`config.mk`:
```
export PLATFORM = sky130hd
export DESIGN_NAME = uart_rcv_fifo
export DESIGN_NICKNAME = d
export VERILOG_FILES = /design/src/rtl/uart_rcv_pkg.sv /design/src/rtl/rcv_fifo.sv /design/src/rtl/uart_rcv_fifo.sv
export SDC_FILE = /design/constraint.sdc
export NUM_CORES = 1
export LEC_CHECK = 0
export CAP_MARGIN = 5
export CORE_MARGIN = 5
export CORE_UTILIZATION = 60
export CTS_CLUSTER_SIZE = 10
export DETAILED_ROUTE_END_ITERATION = 16
export MAX_ROUTING_LAYER = met4
export PLACE_DENSITY_LB_ADDON = 0.3
export SETUP_SLACK_MARGIN = 0.1
export SYNTH_ARGS = -nofsm -noshare
export SYNTH_HDL_FRONTEND = slang
export SYNTH_SLANG_ARGS = --single-unit
```
`constraint.sdc`:
```
create_clock -name clk -period 2.93 [get_ports clk]
set_input_delay 0.586 -clock clk [delete_from_list [all_inputs] [get_ports clk]]
set_output_delay 0.586 -clock clk [all_outputs]
set_load 0.1 [all_outputs]
```
`src/rtl/uart_rcv_pkg.sv`:
```
// Shared types, legal parameter ranges and the parity helper for the UART receiver.
// Macro UART_RCV_PARITY_EN adds the PARITY state to the receiver FSM.
package uart_rcv_pkg;

    localparam int unsigned DATA_BITS_MIN    = 5;
    localparam int unsigned DATA_BITS_MAX    = 9;
    localparam int unsigned CLKS_PER_BIT_MIN = 4;
    localparam int unsigned BIT_CNT_W        = 4;

    typedef enum logic [2:0] {
        ST_IDLE   = 3'd0,
        ST_START  = 3'd1,
        ST_DATA   = 3'd2,
`ifdef UART_RCV_PARITY_EN
        ST_PARITY = 3'd3,
`endif
        ST_STOP   = 3'd4,
        ST_STORE  = 3'd5
    } rcv_state_e;

    // Expected parity bit; unused upper bits must be passed as zero.
    function automatic logic calc_parity(input logic [DATA_BITS_MAX-1:0] data,
                                         input logic odd);
        calc_parity = (^data) ^ odd;
    endfunction

endpackage

```
`src/rtl/rcv_fifo.sv`:
```
// Show-ahead receive FIFO with occupancy count and sticky overrun flag.
module rcv_fifo #(
    parameter int unsigned WIDTH = 8,
    parameter int unsigned DEPTH = 4
) (
    input  logic                       clk,
    input  logic                       n_rst,
    input  logic                       push,
    input  logic [WIDTH-1:0]           push_data,
    input  logic                       pop,
    output logic [WIDTH-1:0]           head,
    output logic                       not_empty,
    output logic [$clog2(DEPTH+1)-1:0] count,
    output logic                       overrun
);

    localparam int PW = $clog2(DEPTH);
    localparam int CW = $clog2(DEPTH + 1);

    logic [WIDTH-1:0] mem_r [DEPTH];
    logic [PW-1:0]    wr_ptr_r;
    logic [PW-1:0]    rd_ptr_r;
    logic [CW-1:0]    count_r;
    logic [WIDTH-1:0] head_r;
    logic             ready_r;
    logic             overrun_r;

    logic             full_s;
    logic             do_pop_s;
    logic             do_push_s;
    logic             ovr_set_s;
    logic [CW-1:0]    count_next_s;
    logic [PW-1:0]    rd_next_s;
    logic [WIDTH-1:0] head_next_s;

    // Push/pop qualification; a full FIFO still accepts a push paired with a pop.
    always_comb begin
        full_s       = (count_r == CW'(DEPTH));
        do_pop_s     = pop && (count_r != {CW{1'b0}});
        do_push_s    = push && (!full_s || do_pop_s);
        ovr_set_s    = push && full_s && !do_pop_s;
        count_next_s = count_r;
        if (do_push_s && !do_pop_s) begin
            count_next_s = count_r + CW'(1'b1);
        end else if (!do_push_s && do_pop_s) begin
            count_next_s = count_r - CW'(1'b1);
        end else begin
            count_next_s = count_r;
        end
        if (do_pop_s) begin
            rd_next_s = rd_ptr_r + PW'(1'b1);
        end else begin
            rd_next_s = rd_ptr_r;
        end
        if (do_push_s && (wr_ptr_r == rd_next_s)) begin
            head_next_s = push_data;
        end else begin
            head_next_s = mem_r[rd_next_s];
        end
    end

    // Storage, pointers, count and registered head/ready/overrun.
    always_ff @(posedge clk or negedge n_rst) begin
        if (!n_rst) begin
            for (int i = 0; i < int'(DEPTH); i++) begin
                mem_r[i] <= {WIDTH{1'b0}};
            end
            wr_ptr_r  <= {PW{1'b0}};
            rd_ptr_r  <= {PW{1'b0}};
            count_r   <= {CW{1'b0}};
            head_r    <= {WIDTH{1'b0}};
            ready_r   <= 1'b0;
            overrun_r <= 1'b0;
        end else begin
            if (do_push_s) begin
                mem_r[wr_ptr_r] <= push_data;
                wr_ptr_r        <= wr_ptr_r + PW'(1'b1);
            end
            rd_ptr_r <= rd_next_s;
            count_r  <= count_next_s;
            head_r   <= head_next_s;
            ready_r  <= (count_next_s != {CW{1'b0}});
            if (ovr_set_s) begin
                overrun_r <= 1'b1;
            end else if (do_pop_s) begin
                overrun_r <= 1'b0;
            end
        end
    end

    assign head      = head_r;
    assign not_empty = ready_r;
    assign count     = count_r;
    assign overrun   = overrun_r;

endmodule

```
`src/rtl/uart_rcv_fifo.sv`:
```
// UART receiver: synchroniser, bit timing, frame FSM and error flags feeding rcv_fifo.
// Define UART_RCV_PARITY_EN to add a parity bit and parity check after the data bits.
module uart_rcv_fifo #(
    parameter int unsigned DATA_BITS    = 8,
    parameter int unsigned CLKS_PER_BIT = 10,
    parameter int unsigned FIFO_DEPTH   = 4,
    parameter int unsigned PARITY_ODD   = 0
) (
    input  logic                            clk,
    input  logic                            n_rst,
    input  logic                            serial_in,
    input  logic                            data_read,
    output logic [DATA_BITS-1:0]            rx_data,
    output logic                            data_ready,
    output logic [$clog2(FIFO_DEPTH+1)-1:0] fifo_count,
    output logic                            overrun_error,
    output logic                            framing_error,
    output logic                            parity_error
);

    import uart_rcv_pkg::*;

    localparam int CCW = $clog2(CLKS_PER_BIT);

    logic                 sync1_r;
    logic                 sync2_r;
    logic                 prev_r;
    logic [1:0]           fill_r;
    logic                 armed_r;
    rcv_state_e           state_r;
    rcv_state_e           next_state_s;
    logic [CCW-1:0]       clk_cnt_r;
    logic [BIT_CNT_W-1:0] bit_cnt_r;
    logic [DATA_BITS-1:0] shift_r;
    logic                 framing_r;
    logic                 fall_s;
    logic                 half_done_s;
    logic                 bit_done_s;
    logic                 last_bit_s;
    logic                 sample_s;
    logic                 start_s;
    logic                 push_s;
    logic                 frame_bad_s;

    // Two-flop synchroniser; armed_r blocks a false edge when reset releases mid-frame.
    always_ff @(posedge clk or negedge n_rst) begin
        if (!n_rst) begin
            sync1_r <= 1'b1;
            sync2_r <= 1'b1;
            prev_r  <= 1'b1;
            fill_r  <= 2'b00;
            armed_r <= 1'b0;
        end else begin
            sync1_r <= serial_in;
            sync2_r <= sync1_r;
            prev_r  <= sync2_r;
            fill_r  <= {fill_r[0], 1'b1};
            armed_r <= armed_r | (fill_r[1] & sync2_r);
        end
    end

    assign fall_s      = armed_r && prev_r && !sync2_r;
    assign half_done_s = (clk_cnt_r == CCW'(CLKS_PER_BIT / 2 - 1));
    assign bit_done_s  = (clk_cnt_r == CCW'(CLKS_PER_BIT - 1));
    assign last_bit_s  = (bit_cnt_r == BIT_CNT_W'(DATA_BITS - 1));

    // Frame state register.
    always_ff @(posedge clk or negedge n_rst) begin
        if (!n_rst) begin
            state_r <= ST_IDLE;
        end else begin
            state_r <= next_state_s;
        end
    end

    // Next-state logic with the per-state line-sample strobe.
    always_comb begin
        next_state_s = state_r;
        sample_s     = 1'b0;
        start_s      = 1'b0;
        case (state_r)
            ST_IDLE: begin
                if (fall_s) begin
                    next_state_s = ST_START;
                    start_s      = 1'b1;
                end else begin
                    next_state_s = ST_IDLE;
                end
            end
            ST_START: begin
                if (half_done_s) begin
                    sample_s     = 1'b1;
                    next_state_s = sync2_r ? ST_IDLE : ST_DATA;
                end else begin
                    next_state_s = ST_START;
                end
            end
            ST_DATA: begin
                if (bit_done_s) begin
                    sample_s = 1'b1;
                    if (last_bit_s) begin
`ifdef UART_RCV_PARITY_EN
                        next_state_s = ST_PARITY;
`else
                        next_state_s = ST_STOP;
`endif
                    end else begin
                        next_state_s = ST_DATA;
                    end
                end else begin
                    next_state_s = ST_DATA;
                end
            end
`ifdef UART_RCV_PARITY_EN
            ST_PARITY: begin
                if (bit_done_s) begin
                    sample_s     = 1'b1;
                    next_state_s = ST_STOP;
                end else begin
                    next_state_s = ST_PARITY;
                end
            end
`endif
            ST_STOP: begin
                if (bit_done_s) begin
                    sample_s     = 1'b1;
                    next_state_s = ST_STORE;
                end else begin
                    next_state_s = ST_STOP;
                end
            end
            ST_STORE: begin
                next_state_s = ST_IDLE;
            end
            default: begin
                next_state_s = ST_IDLE;
            end
        endcase
    end

    // Bit-period timer, data bit counter and LSB-first shift register.
    always_ff @(posedge clk or negedge n_rst) begin
        if (!n_rst) begin
            clk_cnt_r <= {CCW{1'b0}};
            bit_cnt_r <= {BIT_CNT_W{1'b0}};
            shift_r   <= {DATA_BITS{1'b0}};
        end else begin
            if ((state_r == ST_IDLE) || sample_s) begin
                clk_cnt_r <= {CCW{1'b0}};
            end else begin
                clk_cnt_r <= clk_cnt_r + CCW'(1'b1);
            end
            if (state_r == ST_IDLE) begin
                bit_cnt_r <= {BIT_CNT_W{1'b0}};
            end else if ((state_r == ST_DATA) && sample_s) begin
                bit_cnt_r <= bit_cnt_r + BIT_CNT_W'(1'b1);
                shift_r   <= {sync2_r, shift_r[DATA_BITS-1:1]};
            end
        end
    end

    // Framing flag: cleared when a new frame starts, set by a low stop bit.
    always_ff @(posedge clk or negedge n_rst) begin
        if (!n_rst) begin
            framing_r <= 1'b0;
        end else if (start_s) begin
            framing_r <= 1'b0;
        end else if ((state_r == ST_STOP) && sample_s && !sync2_r) begin
            framing_r <= 1'b1;
        end
    end

`ifdef UART_RCV_PARITY_EN
    logic parity_r;

    // Parity flag, same lifetime as the framing flag.
    always_ff @(posedge clk or negedge n_rst) begin
        if (!n_rst) begin
            parity_r <= 1'b0;
        end else if (start_s) begin
            parity_r <= 1'b0;
        end else if ((state_r == ST_PARITY) && sample_s) begin
            parity_r <= (sync2_r != calc_parity(DATA_BITS_MAX'(shift_r), (PARITY_ODD != 0)));
        end
    end

    assign frame_bad_s  = framing_r | parity_r;
    assign parity_error = parity_r;
`else
    assign frame_bad_s  = framing_r;
    assign parity_error = 1'b0;
`endif

    assign push_s        = (state_r == ST_STORE) && !frame_bad_s;
    assign framing_error = framing_r;

    rcv_fifo #(
        .WIDTH (DATA_BITS),
        .DEPTH (FIFO_DEPTH)
    ) u_fifo (
        .clk       (clk),
        .n_rst     (n_rst),
        .push      (push_s),
        .push_data (shift_r),
        .pop       (data_read),
        .head      (rx_data),
        .not_empty (data_ready),
        .count     (fifo_count),
        .overrun   (overrun_error)
    );

endmodule

```
After elaboration in Yosys (flattened, before gate mapping):

Index checks and enable logic that the tools add are counted.

* flip-flop bits (word level): 75
* output and inout port bits: 15
* word-level logic and storage cells: 101

* order comparisons: 3
* equality and inequality tests: 9
* bitwise logic cells: 5
* add/subtract/negate cells: 6
* mux-type cells: 29
* reduce and logical (&&, ||, !) cells: 29

Operators by type and width (number)
* 32-bit bitwise mux: 1
* 8-bit two-way mux: 4
* 8-bit binary-select mux with 2-bit select: 1
* 8-bit demux with 2-bit select: 1
* 1-bit logical AND: 14
* 3-bit two-way mux: 4
* 4-bit two-way mux: 3
* 3-bit case mux with 4 select lines: 1
* 1-bit two-way mux: 10
* 3-bit equality test (second input constant): 3
* 4-bit by 1-bit adder with 4-bit output (second input constant): 2
* 4-bit by 3-bit equality test with 1-bit output (second input constant): 2
* 3-bit greater-or-equal comparator (second input constant): 2
* 2-bit two-way mux: 3
* 2-bit NOT with 3-bit output: 2
* 2-bit nonzero test: 3
* 3-bit nonzero test: 2
* 1-bit zero test: 5
* 2-bit by 1-bit adder with 2-bit output (second input constant): 2
* 4-bit equality test (second input constant): 1
* 3-bit by 1-bit adder with 3-bit output (second input constant): 1
* 3-bit by 1-bit equality test with 1-bit output (second input constant): 1
* 3-bit by 2-bit equality test with 1-bit output (second input constant): 1
* 3-bit zero test: 1
* other kinds (10): 11

Longest topological paths before layout:

Gate-level depths: netlist (run 1).

* word-level depth: 9
* depth in mapped cells: 8

Modules after synthesis:

From an unflattened synthesis (run 1), not the netlist that was laid out.

* cells, all modules: 388
* area, all modules: 4264.1 µm²

By module, submodules not included
* rcv_fifo: cells an instance 295, times used 1, area an instance 3103.0 µm², seq. area each 1226.2 µm²
* uart_rcv_fifo: cells an instance 93, times used 1, area an instance 1161.1 µm², seq. area each 654.4 µm²

Least setup slack after synthesis (run 1):

No wires, ideal clock.

* kind: register to register
* start: register u_fifo.count_r[1], in the netlist u_fifo.count[1]
* end: register u_fifo.head_r[0], in the netlist u_fifo.head[0]
* data arrival time: 2.923 ns
* buffers on the path: 1
* setup slack: -0.118 ns
* clock period less this slack: 3.048 ns
* cell stages (with the launch flop): 9
* cells stage by stage: dfrtp_1 -> inv_1 -> ha_1 -> nor2b_4 -> buf_6 -> o31ai_2 -> mux2i_1 -> a2111oi_4 -> mux2_2

* cells in the longest elaborated chain, start to end: 8
* elaborated cells on any way between the ends: 14
* those cells by class: eq/ne: 2; mux: 5; bitwise: 1; reduce/logical: 6

RTL lines
* start: declaration: line rcv_fifo.sv:23 `logic [CW-1:0] count_r;`
* start signal: assignment: line rcv_fifo.sv:70 `count_r <= {CW{1'b0}};`
* start signal: assignment: line rcv_fifo.sv:80 `count_r <= count_next_s;`
* 3-bit nonzero test: line rcv_fifo.sv:39 `do_pop_s = pop && (count_r != {CW{1'b0}});`
* 1-bit logical AND: line rcv_fifo.sv:39
* 2-bit two-way mux: line rcv_fifo.sv:50 `if (do_pop_s) begin`
* 2-bit NOT with 3-bit output (implied by the code): line rcv_fifo.sv:58 `head_next_s = mem_r[rd_next_s];`
* 8-bit binary-select mux with 2-bit select: line rcv_fifo.sv:58
* 8-bit two-way mux (implied by the code) (2 in a row): line rcv_fifo.sv:58
* 8-bit two-way mux (*): line rcv_fifo.sv:55 `if (do_push_s && (wr_ptr_r == rd_next_s)) begin`
* via u_fifo.head_next_s[0]: line rcv_fifo.sv:34 `logic [WIDTH-1:0] head_next_s;`
* end signal: assignment: line rcv_fifo.sv:71 `head_r <= {WIDTH{1'b0}};`
* end signal: assignment: line rcv_fifo.sv:81 `head_r <= head_next_s;`
* end: declaration: line rcv_fifo.sv:24 `logic [WIDTH-1:0] head_r;`

Mark *: on every way through the listed nets, which the timed path passes. The rest lies on a longest branch. The select of a mux whose other input is x is not followed.
A chain may end at the register's enable or synchronous reset.

Worst setup path in the final report (run 1):

* start: register u_fifo.count_r[1], in the netlist u_fifo.count[1]
* end: register u_fifo.head_r[6], in the netlist u_fifo.head[6]

Same word-level chain as after synthesis.

==> results of run 1 <==
-- sequential cells by signal (all words and copies together), names as in the netlist --
register	cells
armed_r	1
bit_cnt_r	4
clk_cnt_r	4
fill_r	2
framing_error	1
prev_r	1
shift_r	8
state_r	3
sync1_r	1
sync2_r	1
u_fifo.count	3
u_fifo.head	8
u_fifo.mem_r	32
u_fifo.not_empty	1
u_fifo.overrun	1
u_fifo.rd_ptr_r	2
u_fifo.wr_ptr_r	2
-- layout make-up --
| class | instances | area, um2 | share of cell area, % |
|---|---|---|---|
| Tap cell | 77 | 96.3 | 2.28 |
| Clock buffer | 10 | 128 | 3.02 |
| Inverter | 10 | 37.5 | 0.887 |
| Clock inverter | 6 | 65.1 | 1.54 |
| Sequential cell | 75 | 1880 | 44.5 |
| Timing Repair Buffer | 26 | 200 | 4.73 |
| Multi-Input combinational cell | 243 | 1820 | 43.1 |
-- worst max-delay path, cell delays in order (launching register included) --
cell and delay [ns]:
dfrtp_2 0.40, inv_1 0.09, ha_1 0.27, nor2b_4 0.20, nor3_4 0.21, o22ai_1 0.16, a2111oi_4 0.33, buf_4 0.24
mux2_2 0.35
-- cell families (layout without fill, tap and decap cells) --
group	count (synthesis)	count (layout)	share of synthesized area, %
AOI/OAI and AO/OA	52	52	9.77
xor gates and xnor gates	9	9	2.06
adders and majority gates	12	12	3.85
buffers and inverters	28	52	3.43
DFF	75	75	49.1
muxes	57	57	16.5
other	2	2	0.196
and+or+nand+nor	111	111	15.1
-- metrics by stage --
stage	hold WS, ns	cells
2_1_floorplan	0.290	346
3_3_place_gp	0.335	431
3_5_place_dp	0.341	431
4_1_cts	0.363	447
5_1_grt	0.373	447
6_report	0.357	447
-- worst max-delay path by stage --
| stage | cells past startpoint | from | slack, ns | to |
|---|---|---|---|---|
| global placement | 7 | data_read | 0.26 | u_fifo.head[4] |
| finish | 8 | u_fifo.count[1] | 0.56 | u_fifo.head[6] |
| detailed placement | 7 | data_read | 0.24 | u_fifo.head[5] |
| floorplan | 8 | u_fifo.count[1] | 0.21 | u_fifo.head[0] |
| CTS | 8 | u_fifo.count[0] | 0.57 | u_fifo.head[6] |
| global route | 8 | u_fifo.count[1] | 0.47 | u_fifo.head[4] |
-- cells in the mapped netlist (2+ instances only) --
library cell	n	share of area [%]
mux2i_1	9	2.4
mux2_2	48	14
a22oi_1	9	1.8
clkbuf_1	7	0.69
buf_2	6	0.78
buf_1	2	0.20
o21ai_0	16	2.1
nor3_1	2	0.26
buf_6	2	0.59
nand3b_1	5	0.98
nand3_1	17	2.2
conb_1	2	0.20
and3_1	3	0.49
xor2_1	4	0.91
dfstp_2	3	2.1
xnor2_1	5	1.1
dfrtp_1	72	47
nor2_1	29	2.8
a21o_1	2	0.39
nor2b_1	9	1.5
a21oi_1	5	0.65
a211oi_1	3	0.59
nand2b_1	9	1.5
o221ai_1	7	1.6
inv_1	9	0.88
ha_1	11	3.6
nand2_1	26	2.5
-- per-layer routing --
metal	vias to the layer above	global-route usage (%)	share of wire [%]
li1	1252	-	-
met1	1333	28.6	46
met2	75	31.2	48
met3	19	2.84	3.0
met4	0	9.80	2.3
met5	-	-	0
-- power by group through the flow --
stage,Combinational [uW],Sequential [uW],Clock [uW]
finish,1760,1270,783
global route,1920,1290,847
CTS,1760,1270,804
detailed placement,1750,1290,0
global placement,1710,1280,0
floorplan,924,1760,0
==> results.md, run 1 <==
* Worst path arrival time at 2.61 ns
* Hold_buf cts at 0
* Ys async rst share at 100%
* Sink Count at 75
* Leakage at 0.00205 uW
* Layout cells sized above 1 at 27.3%
* Final worst slack at 0.557 ns
* Pwr Total at 3810 uW
* Avg Inst Size Synth at 11.1 um2
* P&R area growth vs syn at 10.5%
* Worst Reg-to-Reg Cells at 8
* Ports at 19
* Crit path capture type: flip-flop
* Final Core Density at 67.4%
* Pin count of the biggest net entering global routing at 76
* Global-route usage over all layers at 21.0%
* Pint at 2100 uW
* Clk root buf: clkbuf_8
* Setup Fix Bufs, Post-CTS at 0
* Initial Util at 61.0%
* Main synth FF type: dfrtp_1
* Fill count at 496
* CTS tree: yes
* Global route total overflow at 0
* Outcome: finished, final reports clean
* Final-report hold violation count at 0
* Post-route cell area at 4230 um2
* DRT iter0 DRCs at 135
* Routed WL per cell at 17.2 um
* Post-route ant nets at 0
* Setup_tns at 0 ns
* Sw Pwr at 1720 uW
* Vias in the first global route at 2,763
* Clock skew at 0.0128 ns
* Max-Cap Viols at 0
* Post-synth EDFFs at 0
* DPL Wire Length at 5020 um
* Antenna diodes at 0
* Final min period at 2.37 ns
* Chip width at 89.9 um
* Final period utilization at 81.0%
* Placed Area at 4040 um2
* Dpl ws at 0.243 ns
* Sequential share of power at 33.3%
* Total detailed-routing wirelength at 7700 um
* Max Slew Vio Count at 0
* Clk slew on worst S/H paths at 0.08 ns
* Most common cell after layout, fill and taps aside: dfrtp_1
* Die Height at 89.9 um
* Clk Latency, worst-skew pair at 0.35 ns
* Seq/Total Area, Yosys at 49.1%
* H-tree Lvls at 3
* Core Region at 6280 um2
* Max IR drop VDD at 0.588 mV
* RSZ-0062 raised after global routing: false
* Routed vias at 2,679
* Mapped Area at 3830 um2
* Setup CP Type: flip-flop to flip-flop
* # rows at 29
* Clock power share at 20.5%
* Setup violations, final at 0
* Max_slew headroom at 38.4%
* Combinational power share at 46.2%
* Final routed DRC violation total at 0
* Reg2reg setup slack at 0.56 ns
* Vias per cell at 5.99
* Synthesized net count at 361
* Highest clock rate at 0.421 GHz
* Switching part of the total at 45.0%
* CP Launch Type: flip-flop
* Synth Register Bits at 75
* Post-synthesis cell count at 346
* Resized cells post-CTS at 0
* Max FO, Critical Path at 11
* Die area at 8080 um2
* Worst-Margin Slew at 0.925 ns
* Num CTS Buffers at 9
* Drt first pass iters at 5
* Hold Crit Class: input pin to asynchronous set/reset pin
* Routability cong. at 0.821
* Yosys warns at 0
* Worst Path Required at 3.16 ns
* Clock Tree Buf Depth at 2
* Most frequent cells in the layout: dfrtp_1 (70), mux2_2 (48), nor2_1 (29)
* Reg2reg start: u_fifo.count[1]
* Power per standard cell area at 901 nW/um2
* I/O Buffers at 17
* Unique masters post-synth at 51
* First-pass GRT wire length at 13,300 um
* # nets final at 380
* R2r endpoint: u_fifo.head[6]
* Antenna violations before repair at 0
Power figures use the tool's default switching activity.
==> run 2: changes to the inputs <==
clock period = 2.25 ns   (was 2.93 ns; I/O delays follow)
==> results.md, run 2 (synthesized netlist as in run 1, its figures left out) <==
* Total detailed-routing wirelength at 8250 um (+7.1%)
* Final-report hold violation count at 0 (unchanged)
* Clock skew at 0.00778 ns (-0.00503 ns)
* Setup_tns at 0 ns (unchanged)
* Crit path cell chain: inv_4, ha_4, nor2b_4, nor3_4, buf_4, a2111oi_4, buf_4, mux2_2
* Crit path max-delay cell type: dfrtp_4
* P&R area growth vs syn at 18.8%
* H-tree Lvls at 3 (unchanged)
* Reg2reg start: u_fifo.count[1]
* Reg with most FFs: u_fifo.mem_r
* Worst path arrival time at 2.40 ns (-0.21 ns)
* Antenna diodes at 0 (unchanged)
* Final routed DRC violation total at 0 (unchanged)
* Placed Area at 4260 um2 (+5.3%)
* Pin count of the biggest net entering global routing at 45 (-41%)
* Layout cells sized above 1 at 32.7% (+5.4 points)
* Hold_buf cts at 0 (unchanged)
* RSZ-0062 raised after global routing: true
* Max Slew Vio Count at 0 (unchanged)
* Sink Count at 75 (unchanged)
* Clk root buf: clkbuf_8
* I/O Buffers at 17 (unchanged)
* Routability cong. at 0.871 (+6.1%)
* Die Height at 89.9 um (unchanged)
* CP Launch Type: flip-flop
* Routed vias at 2,781 (+3.8%)
* CP peak stage delay at 0.49 ns (+0.09 ns)
* Crit path top cell by count: buf_4
* Max FO, Critical Path at 4 (-7)
* Power per standard cell area at 1190 nW/um2 (+32%)
* # rows at 29 (unchanged)
* Highest clock rate at 0.463 GHz (+9.8%)
* Worst setup path endpoint: u_fifo.head[5]
* Ports at 19 (unchanged)
* CTS tree: yes
* Initial Util at 61.0% (unchanged)
* Most frequent cells in the layout: dfrtp_1 (68), mux2_2 (43), buf_4 (34)
* Antenna violations before repair at 0 (unchanged)
* Vias per cell at 5.98 (-0.21%)
* DRT iter0 DRCs at 292 (+120%)
* Die area at 8080 um2 (unchanged)
* Setup CP Type: flip-flop to flip-flop
* Final period utilization at 96.0% (+15 points)
* First-pass GRT wire length at 13,900 um (+3.9%)
* R2r endpoint: u_fifo.head[5]
* Core Region at 6280 um2 (unchanged)
* Num CTS Buffers at 9 (unchanged)
* Vias in the first global route at 2,881 (+4.3%)
* Most common cell after layout, fill and taps aside: dfrtp_1
* Post-route cell area at 4550 um2 (+7.5%)
* Final Core Density at 72.5% (+5.1 points)
* Clock Tree Buf Depth at 2 (unchanged)
* # nets final at 398 (+4.7%)
* Crit path from: u_fifo.count[1]
* Max-Cap Viols at 0 (unchanged)
* Routed WL per cell at 17.8 um (+3.0%)
* Outcome: finished, final reports clean
* Drt first pass iters at 5 (unchanged)
* Max reg flops at 32 (unchanged)
* Max_slew headroom at 59.3% (+21 points)
* Worst Path Required at 2.49 ns (-0.67 ns)
* Setup violations, final at 0 (unchanged)
* Post-route ant nets at 0 (unchanged)
* Reg2reg setup slack at 0.09 ns (-0.47 ns)
* Max IR drop VDD at 0.710 mV (+21%)
* Global-route usage over all layers at 21.7% (+0.79 points)
* Leakage at 0.00220 uW (+7.5%)
* Hold Crit Class: input pin to asynchronous set/reset pin
* Worst-Margin Slew at 0.606 ns (-0.319 ns)
* Global route total overflow at 0 (unchanged)
* Crit path capture type: flip-flop
* Clk Latency, worst-skew pair at 0.35 ns (about the same)
* Clk slew on worst S/H paths at 0.08 ns (about the same)
* Final min period at 2.16 ns (-0.212 ns)
* Chip width at 89.9 um (unchanged)
* DPL Wire Length at 5330 um (+6.2%)
* Worst Reg-to-Reg Cells at 8 (unchanged)
## run 2: cell count changes in the layout (fill, tap and decap cells not counted), sizes merged
cell	change
clkbuf	+2
bufinv	+1
inv	-1
clkinv	-2
buf	+18
## run 2: per-layer routing
layer  part of all wire (%)  vias to the layer above  wire length [um]  GRT usage, %
met5                      0                        -                 0             -
met4                    2.3                        0               186          9.18
met3                    5.9                       21               487          4.51
met2                     50                       95              4110          34.2
met1                     42                     1371              3470          27.4
li1                       -                     1294                 -             -
## run 2: repair_timing
action / in CTS / in global routing
hold endpoints to repair: 0 / 0
resized for setup: 0 / 9
buffers inserted: 4 / 0
pin swaps: 2 / 1
endpoints found under the setup margin: 8 / 9
cloned: 0 / 0
## run 2: critical path: cells and delay by family, from the launching register on
kind	cells	cell delay, ns
multiplexers	1	0.32
AND/OR/NAND/NOR	2	0.24
flip-flops	1	0.49
AO/OA/AOI/OAI	1	0.37
buffers and inverters	3	0.45
adder cells (fa/ha/maj)	1	0.16
## run 2: area by class of cell
class	instances	area (um2)
fillers	423	1730
clock buffers	12	155
multi-input cells	243	1880
repair buffers	44	418
well taps	77	96.3
inverters	10	42.5
clock inverters	4	72.6
flip-flops and latches	75	1890
## run 2: where the power goes
part	internal (uW)	switching, uW	total, uW
clock	684	501	1190
combinational	892	1690	2580
sequential	1520	139	1660
total	3100	2330	5430
## run 2: worst min-delay path by stage
stage	slack [ns]	to	start	depth (start not counted)
2_1_floorplan	0.15	armed_r	n_rst	0
3_3_place_gp	0.34	fill_r[1]	fill_r[0]	0
3_5_place_dp	0.33	fill_r[1]	fill_r[0]	0
4_1_cts	0.1	u_fifo.not_empty	n_rst	1
5_1_grt	0.12	u_fifo.not_empty	n_rst	1
6_report	0.07	u_fifo.not_empty	n_rst	1
## run 2: through the flow
stage                     power [uW]  instances  worst slack (ns)  hold slack (ns)
final                           5430        465            0.0895           0.0729
after global routing            5710        465            0.0329            0.116
after CTS                       5360        465             0.117           0.0957
after global placement          4060        445            -0.104            0.335
after floorplan                 3570        346            -0.250            0.154
after detailed placement        4110        445            -0.129            0.335
==> run 3: changes to the inputs <==
DONT_BUFFER_PORTS = 1   (was default)
TNS_END_PERCENT = 100   (was default)
==> results.md, run 3 (synthesized netlist as in run 1, its figures left out) <==
* Outcome: complete, but fails checks
* Failing checks: negative hold slack
* Routed vias at 2,724 (-2.0%)
* Antenna violations before repair at 0 (unchanged)
* Highest clock rate at 0.468 GHz (+1.1%)
* Max Slew Vio Count at 0 (unchanged)
* Total detailed-routing wirelength at 8010 um (-2.9%)
* Initial Util at 61.0% (unchanged)
* Core Region at 6280 um2 (unchanged)
* Pwr Total at 5290 uW (-2.5%)
* Final worst slack at 0.112 ns (+0.0229 ns)
* Pin count of the biggest net entering global routing at 76 (+69%)
* Clk root buf: clkbuf_8
* P&R area growth vs syn at 14.9%
* Clock skew at 0.00854 ns (+0.000762 ns)
* Worst Path Required at 2.48 ns (about the same)
* Drt first pass iters at 4 (-1)
* Clock Tree Buf Depth at 2 (unchanged)
* Num CTS Buffers at 9 (unchanged)
* Leakage at 0.00212 uW (-3.9%)
* Routed WL per cell at 17.7 um (-0.35%)
* H-tree Lvls at 3 (unchanged)
* Final min period at 2.14 ns (-0.0229 ns)
* Worst-Margin Slew at 0.729 ns (+0.123 ns)
* Global-route usage over all layers at 21.5% (-0.26 points)
* CTS tree: yes
* Worst path arrival time at 2.37 ns (-0.03 ns)
* Multi-input gate area at 1860 um2 (-0.67%)
* Clk slew on worst S/H paths at 0.08 ns (about the same)
* # rows at 29 (unchanged)
* Setup CP Type: flip-flop to flip-flop
* Antenna diodes at 0 (unchanged)
* Crit path capture type: flip-flop
* Ports at 19 (unchanged)
* Placed Area at 4120 um2 (-3.1%)
* Most common cell after layout, fill and taps aside: dfrtp_1
* Routability cong. at 0.871 (about the same)
* Max reg flops at 32 (unchanged)
* Final period utilization at 95.0% (-1.0 points)
* Most frequent cells in the layout: dfrtp_1 (68), mux2_2 (46), nor2_1 (29)
* Fill count at 457 (+8.0%)
* Die area at 8080 um2 (unchanged)
* First-pass GRT wire length at 13,600 um (-1.6%)
* Worst Reg-to-Reg Cells at 8 (unchanged)
* I/O Buffers at 0 (-17)
* Max FO, Critical Path at 8 (+4)
* Final routed DRC violation total at 0 (unchanged)
* Final-report hold violation count at 74 (+74)
* Post-route ant nets at 0 (unchanged)
* Clk Latency, worst-skew pair at 0.35 ns (about the same)
* Vias in the first global route at 2,661 (-7.6%)
* Post-route cell area at 4400 um2 (-3.3%)
* Max IR drop VDD at 0.755 mV (+6.3%)
* DPL Wire Length at 5270 um (-1.2%)
* Sink Count at 75 (unchanged)
* WHS at -0.209 ns (-0.282 ns)
* Power per standard cell area at 1200 nW/um2 (+0.85%)
* Reg with most FFs: u_fifo.mem_r
* CP Launch Type: flip-flop
* Die Height at 89.9 um (unchanged)
* Vias per cell at 6.01 (+0.55%)
* Reg area at 1890 um2 (unchanged)
* RSZ-0062 raised after global routing: true
* Max_slew headroom at 51.0% (-8.3 points)
* Setup violations, final at 0 (unchanged)
* Final Core Density at 70.1% (-2.4 points)
* # nets final at 386 (-3.0%)
* Max-Cap Viols at 0 (unchanged)
* Hold Crit Class: input pin to asynchronous set/reset pin
* Global route total overflow at 0 (unchanged)
* DRT iter0 DRCs at 242 (-17%)
* Layout cells sized above 1 at 31.1% (-1.6 points)
* Dpl ws at 0.0276 ns (+0.157 ns)
* Chip width at 89.9 um (unchanged)
## run 3: cell type report
cell class              count  area share [%]
clock inverters             5            1.76
clock buffers              11            3.21
inverters                  10           0.967
well taps                  77            2.19
repair buffers             32            6.57
multi-input cells         243            42.3
flip-flops and latches     75            43.0
## run 3: where the power goes
group	internal (uW)	switching, uW	leakage, uW
logic	836	1670	0.00102
clock network	652	487	0.000109
registers	1530	122	0.000983
total	3010	2280	0.00212
## run 3: worst max-delay path, stage by stage (launching register included)
cell       delay, ns
dfrtp_4         0.51
inv_4           0.08
ha_4            0.16
nor2b_4         0.20
nor3_4          0.07
buf_6           0.13
a2111oi_4       0.34
buf_6           0.19
mux2_2          0.34
## run 3: worst paths after layout
kind	slack [ns]	startpoint	end
min in group clk	0.09	serial_in	sync1_r
worst min-delay path	-0.21	n_rst	u_fifo.count[2]
max in group asynchronous	2.23	n_rst	sync2_r
worst max-delay path	0.11	u_fifo.count[0]	u_fifo.head[0]
worst max register to register	0.11	u_fifo.count[0]	u_fifo.head[0]
worst min register to register	0.36	fill_r[0]	fill_r[1]
## run 3: repair_timing
item / CTS / global route
hold endpoints to repair: 75 / 75
setup buffers: 0 / 4
resized for setup: 1 / 6
setup endpoints to repair: 8 / 9
pin swaps: 1 / 1
## run 3: stage by stage
step	instances	setup TNS (ns)	hold slack, ns
detailed placement	433	0	0.157
floorplan	346	-1.95	0.154
global route	453	0	-0.240
finish	453	0	-0.209
global placement	433	0	0.157
CTS	449	0	-0.229
## run 3: per-layer routing
metal  part of all wire, %  vias to the layer above  GRT usage [%]
li1                      -                     1271              -
met1                    46                     1380           28.5
met2                    49                       61           32.4
met3                   3.4                       12           4.76
met4                   1.8                        0           8.31
met5                     0                        -              -
